### src/rtl/traffic_pkg.sv
// traffic_pkg: state encodings and lamp codes shared by the intersection light modules
package traffic_pkg;
  typedef enum logic [2:0] {
    NS_G     = 3'd0,
    NS_Y     = 3'd1,
    ALLRED_A = 3'd2,
    EW_G     = 3'd3,
    EW_Y     = 3'd4,
    ALLRED_B = 3'd5,
    BLINK    = 3'd6
  } state_t;
  localparam logic [2:0] RED    = 3'b100;
  localparam logic [2:0] YELLOW = 3'b010;
  localparam logic [2:0] GREEN  = 3'b001;
  localparam logic [2:0] OFF    = 3'b000;
  function automatic logic [2:0] lamp(input state_t s, input state_t g, input state_t y, input logic ph);
    return s == BLINK ? (ph ? RED : OFF) : s == g ? GREEN : s == y ? YELLOW : RED;
  endfunction
endpackage

### src/rtl/phase_timer.sv
// phase_timer: free-running phase counter with synchronous clear and terminal-count flag
module phase_timer #(
  parameter int CNT_W = 32
) (
  input  logic             clk,
  input  logic             rst_n,
  input  logic             clr,
  input  logic [CNT_W-1:0] limit,
  output logic [CNT_W-1:0] count,
  output logic             done
);
  logic [CNT_W-1:0] r_count;
  always_ff @(posedge clk or negedge rst_n)
    if (!rst_n) r_count <= '0;
    else        r_count <= clr ? '0 : r_count + CNT_W'(1);
  assign count = r_count;
  assign done  = r_count == limit - CNT_W'(1);
endmodule

### src/rtl/intersection_scheduler.sv
// intersection_scheduler: NS/EW signal sequencer with pedestrian early-cut and night blink
module intersection_scheduler
  import traffic_pkg::*;
#(
  parameter int CNT_W        = 32,
  parameter int T_GREEN      = 800000000,
  parameter int T_MIN_GREEN  = 300000000,
  parameter int T_YELLOW     = 200000000,
  parameter int T_ALLRED     = 100000000,
  parameter int T_BLINK_HALF = 50000000
) (
  input  logic       clk,
  input  logic       rst_n,
  input  logic       blink_req,
  input  logic       ped_req_ns,
  input  logic       ped_req_ew,
  output logic [2:0] ns_light,
  output logic [2:0] ew_light,
  output logic       walk_ns,
  output logic       walk_ew,
  output logic [1:0] ped_pend,
  output logic       blink_active
);
  state_t           r_state, w_nxt;
  logic [CNT_W-1:0] w_count, w_limit;
  logic             w_done, w_clr, w_min, w_phase, r_phase;
  logic [1:0]       w_pend, r_pend;
  logic [2:0]       r_ns, r_ew;
  logic             r_wns, r_wew, r_blink;

  phase_timer #(.CNT_W(CNT_W)) u_timer (
    .clk(clk), .rst_n(rst_n), .clr(w_clr), .limit(w_limit), .count(w_count), .done(w_done)
  );

  always_comb begin
    w_limit = (r_state == NS_G || r_state == EW_G) ? CNT_W'(T_GREEN) :
              (r_state == NS_Y || r_state == EW_Y) ? CNT_W'(T_YELLOW) :
              r_state == BLINK ? CNT_W'(T_BLINK_HALF) : CNT_W'(T_ALLRED);
    w_min = w_count >= CNT_W'(T_MIN_GREEN - 1);
    case (r_state)
      NS_G:     w_nxt = (w_done || (w_min && (r_pend[1] || ped_req_ew))) ? NS_Y : NS_G;
      NS_Y:     w_nxt = w_done ? ALLRED_B : NS_Y;
      ALLRED_B: w_nxt = w_done ? (blink_req ? BLINK : EW_G) : ALLRED_B;
      EW_G:     w_nxt = (w_done || (w_min && (r_pend[0] || ped_req_ns))) ? EW_Y : EW_G;
      EW_Y:     w_nxt = w_done ? ALLRED_A : EW_Y;
      ALLRED_A: w_nxt = w_done ? (blink_req ? BLINK : NS_G) : ALLRED_A;
      BLINK:    w_nxt = blink_req ? BLINK : ALLRED_A;
      default:  w_nxt = ALLRED_A;
    endcase
    w_clr   = w_nxt != r_state || (r_state == BLINK && w_done);
    w_phase = (r_state == BLINK && w_nxt == BLINK) ? r_phase ^ w_done : 1'b1;
    // a request on the approach already green is dropped; entering a green clears its own request
    w_pend  = (r_pend | {ped_req_ew && r_state != EW_G, ped_req_ns && r_state != NS_G}) &
              ~{w_nxt == EW_G && r_state != EW_G, w_nxt == NS_G && r_state != NS_G};
  end

  always_ff @(posedge clk or negedge rst_n)
    if (!rst_n) begin
      r_state <= ALLRED_A;
      r_pend  <= '0;
      r_phase <= 1'b1;
      r_ns    <= RED;
      r_ew    <= RED;
      r_wns   <= 1'b0;
      r_wew   <= 1'b0;
      r_blink <= 1'b0;
    end else begin
      r_state <= w_nxt;
      r_pend  <= w_pend;
      r_phase <= w_phase;
      r_ns    <= lamp(w_nxt, NS_G, NS_Y, w_phase);
      r_ew    <= lamp(w_nxt, EW_G, EW_Y, w_phase);
      r_wns   <= w_nxt == NS_G;
      r_wew   <= w_nxt == EW_G;
      r_blink <= w_nxt == BLINK;
    end

  assign ns_light     = r_ns;
  assign ew_light     = r_ew;
  assign walk_ns      = r_wns;
  assign walk_ew      = r_wew;
  assign ped_pend     = r_pend;
  assign blink_active = r_blink;
endmodule

### config.mk
export PLATFORM = sky130hd
export DESIGN_NAME = intersection_scheduler
export DESIGN_NICKNAME = d
export VERILOG_FILES = /design/src/rtl/traffic_pkg.sv /design/src/rtl/phase_timer.sv /design/src/rtl/intersection_scheduler.sv
export SDC_FILE = /design/constraint.sdc
export NUM_CORES = 1
export LEC_CHECK = 0
export ABC_CLOCK_PERIOD_IN_PS = 7000
export CAP_MARGIN = 30
export CORE_AREA = 3 3 72 74
export DETAILED_ROUTE_END_ITERATION = 8
export DIE_AREA = 0 0 75 77
export PLACE_DENSITY = 0.82
export SLEW_MARGIN = 20
export SYNTH_ARGS = -nofsm -noshare
export SYNTH_HDL_FRONTEND = slang
export SYNTH_SLANG_ARGS = --single-unit
### constraint.sdc
create_clock -name clk -period 7 [get_ports clk]
set_input_delay 1.4 -clock clk [delete_from_list [all_inputs] [get_ports clk]]
set_output_delay 1.4 -clock clk [all_outputs]
set_load 0.005 [all_outputs]
==> results.yml <==
clocking:
  postCtsSetupBuffers: 0
  h-tree-depth: 2
  cts_tree: "done"
  ctsResizeCount: 0
  cts_made_buffers: 5
  root_buffer: "clkbuf_8"
  cts_buffer_depth: 2
  cts.sinks: 47
  clkTransAtPathRegs_ns: 0.08
  clk_latency_ns: 0.30
  ctsHoldBuffers: 0
sta:
  skew_ns: 0.00685
  fin_tns_setup_ns: 0
  period_share_pct: 65.1
  slew_headroom_pct: 40.8
  rsz0062_at_grt: "false"
  setup_viol: 0
  slew_viol_final: 0
  min_period_ns: 4.55
  max_slew.worst_pin.slew_ns: 0.888
  clock.fmax_mhz: 220
  finalHoldViolations: 0
routing:
  drtIter0Drc: 175
  drtAntennaViolNets: 0
  vias_per_cell: 6.10
  wl_per_cell_um: 15.0
  dr_total_vias: 2202
  drc: 0
  routed_wl_um: 5420
  dr.pass1.iters: 4
worst_setup_path:
  crit_buf_inv: 0
  crit_top_cell: "or4_1"
  slowest_delay_ns: 0.70
  critPathTopFamily: "simple AND/OR/NAND/NOR gates"
  endpoint_kind: "register"
  required_ns: 7.15
  worstPathMaxFanout: 32
  crit_path_top_delay_cell: "dfrtp_1"
  worstPathCellList: "mux2i_1 > o21ai_0 > ha_1 > xnor2_1 > or4_1 > a2111o_1 > or4_1 > or2_1 > a21o_1 > o221ai_4 > nor2_1"
  cp.arrival_ns: 4.71
  cp-start-kind: "register"
  criticalPathCategory: "reg -> reg"
die:
  ioPinCount: 16
  die_height_um: 77
  dieArea_um2: 5780
  initial_core_util_pct: 58.5
  core_area_um2: 4660
  die_w_um: 75
  core.rowCount: 25
synthesis:
  synth_warnings: 0
  synth_top_area_share_pct: 39.4
  syn_inst: 300
  synth_area_leaders: "dfrtp_1 (39%), xor2_1 (7.1%), nor2_1 (6.5%)"
  synth-main-ff-cell: "dfrtp_1"
  ys_seq_elements: 47
  synth_edf_count: 0
  syn_nets: 307
  syn_area_um2: 2730
  postSynthAreaPerCell_um2: 9.09
  synth_top_cell_by_area: "dfrtp_1"
  synth_cell_type_count: 53
  async_reset_ff_share_pct: 100
  ys_seq_area_share_pct: 43.3
flow_run:
  cap_violations: 0
placement:
  place_area_um2: 2880
  routabilityCongestion: 0.838
  dp_hpwl_um: 3920
  io_buffers: 15
global_route:
  overflow: 0
  grt_pass1_vias: 2072
  antenna_found_initial: 0
  grt_use_total_pct: 20.9
  grt_first_pass_wirelength_um: 9490
  grt_max_degree: 33
final_layout:
  area_delta_synth_final_pct: 9.72
  num_antenna_cells: 0
  fin_nets: 313
  layout.cells.most_common: "nor2_1"
  stdcell_area_um2: 2990
  drive_gt1_share_pct: 5.54
  final_cell_mix: "nor2_1 (47), dfrtp_1 (43), xor2_1 (22), nand2_1 (22), nand3_1 (15)"
power_and_ir_drop:
  leakage_nw: 1.28
  irDropWorstVdd_uv: 112
  p_per_area_nw_per_um2: 161
worst_hold_path:
  hold_path.class: "reg -> reg"
run_status:
  status: "finished, final reports clean"
sequential cells by signal, summed over array words and instances, names as in the netlist:
signal and cells:
walk_ew 1, r_phase 1, blink_active 1, ped_pend 2, u_timer.count 32, ns_light 3, ew_light 3, walk_ns 1
r_state 3
final timing paths:
path / start / endpoint / slack (ns) / cells after the start
max in group asynchronous: rst_n / u_timer.count[0] / 5.41 / 2
min in group asynchronous: rst_n / ns_light[0] / 1.09 / 1
setup reg to reg: r_state[0] / u_timer.count[27] / 2.45 / 11
setup / recovery: r_state[0] / u_timer.count[27] / 2.45 / 11
hold reg to reg: u_timer.count[0] / u_timer.count[0] / 0.49 / 1
hold / removal: u_timer.count[0] / u_timer.count[0] / 0.49 / 1
through the flow:
step	hold WS, ns	utilization (%)	total power, mW	std cells	setup WS (ns)
2_1_floorplan	0.444	-	0.277	300	3.23
3_3_place_gp	0.476	61.1	0.285	352	2.61
3_5_place_dp	0.475	61.7	0.287	353	2.44
4_1_cts	0.487	64.2	0.489	361	2.44
5_1_grt	0.507	64.2	0.499	361	2.11
6_report	0.492	64.2	0.483	361	2.45
report_power, final:
part / total [mW] / internal [mW] / switching, mW
logic: 0.00972 / 0.00339 / 0.00633
clock network: 0.202 / 0.116 / 0.0865
registers: 0.271 / 0.271 / 0.0000000000000000225
total: 0.483 / 0.390 / 0.0928
metal layers:
metal / vias to the layer above / part of all wire [%] / routed length [um] / track usage, %
li1: 1071 / - / - / -
met1: 1042 / 45 / 2420 / 27.8
met2: 75 / 48 / 2600 / 32.9
met3: 14 / 5.3 / 287 / 4.72
met4: 0 / 2.0 / 110 / 7.12
met5: - / 0 / 0 / 0
kinds of logic after synthesis:
| kind of cell | count (synthesis) | share of synthesized area, % |
|---|---|---|
| adders and majority gates | 2 | 0.917 |
| DFF | 47 | 43.3 |
| muxes | 3 | 1.10 |
| and+or+nand+nor | 139 | 26.0 |
| AOI/OAI and AO/OA | 50 | 13.1 |
| xor gates and xnor gates | 35 | 11.2 |
| buffers and inverters | 24 | 4.36 |
Yosys cell counts, drive strengths merged, types with 8 or more instances:
cell    count
nand3      15
nand2      22
xnor2      13
nor2       47
xor2       22
clkbuf      9
a21oi       9
nor3       11
dfrtp      43
o21ai      12
buf         8
worst register-to-register path, delay by kind of cell, from the launching register on:
family / cells / cell delay, ns
adder cells (fa/ha/maj): 1 / 0.23
XOR/XNOR: 1 / 0.14
flip-flops: 1 / 0.70
AO/OA/AOI/OAI: 4 / 1.44
AND/OR/NAND/NOR: 4 / 1.53
multiplexers: 1 / 0.39
layout make-up:
type / count / area, um^2
multi-input cells: 229 / 1430
clock inverters: 2 / 35.0
well taps: 54 / 67.6
repair buffers: 16 / 173
clock buffers: 6 / 82.6
inverters: 7 / 26.3
fillers: 406 / 1670
flip-flops and latches: 47 / 1180
No activity file was read; power rests on OpenSTA's default activity.
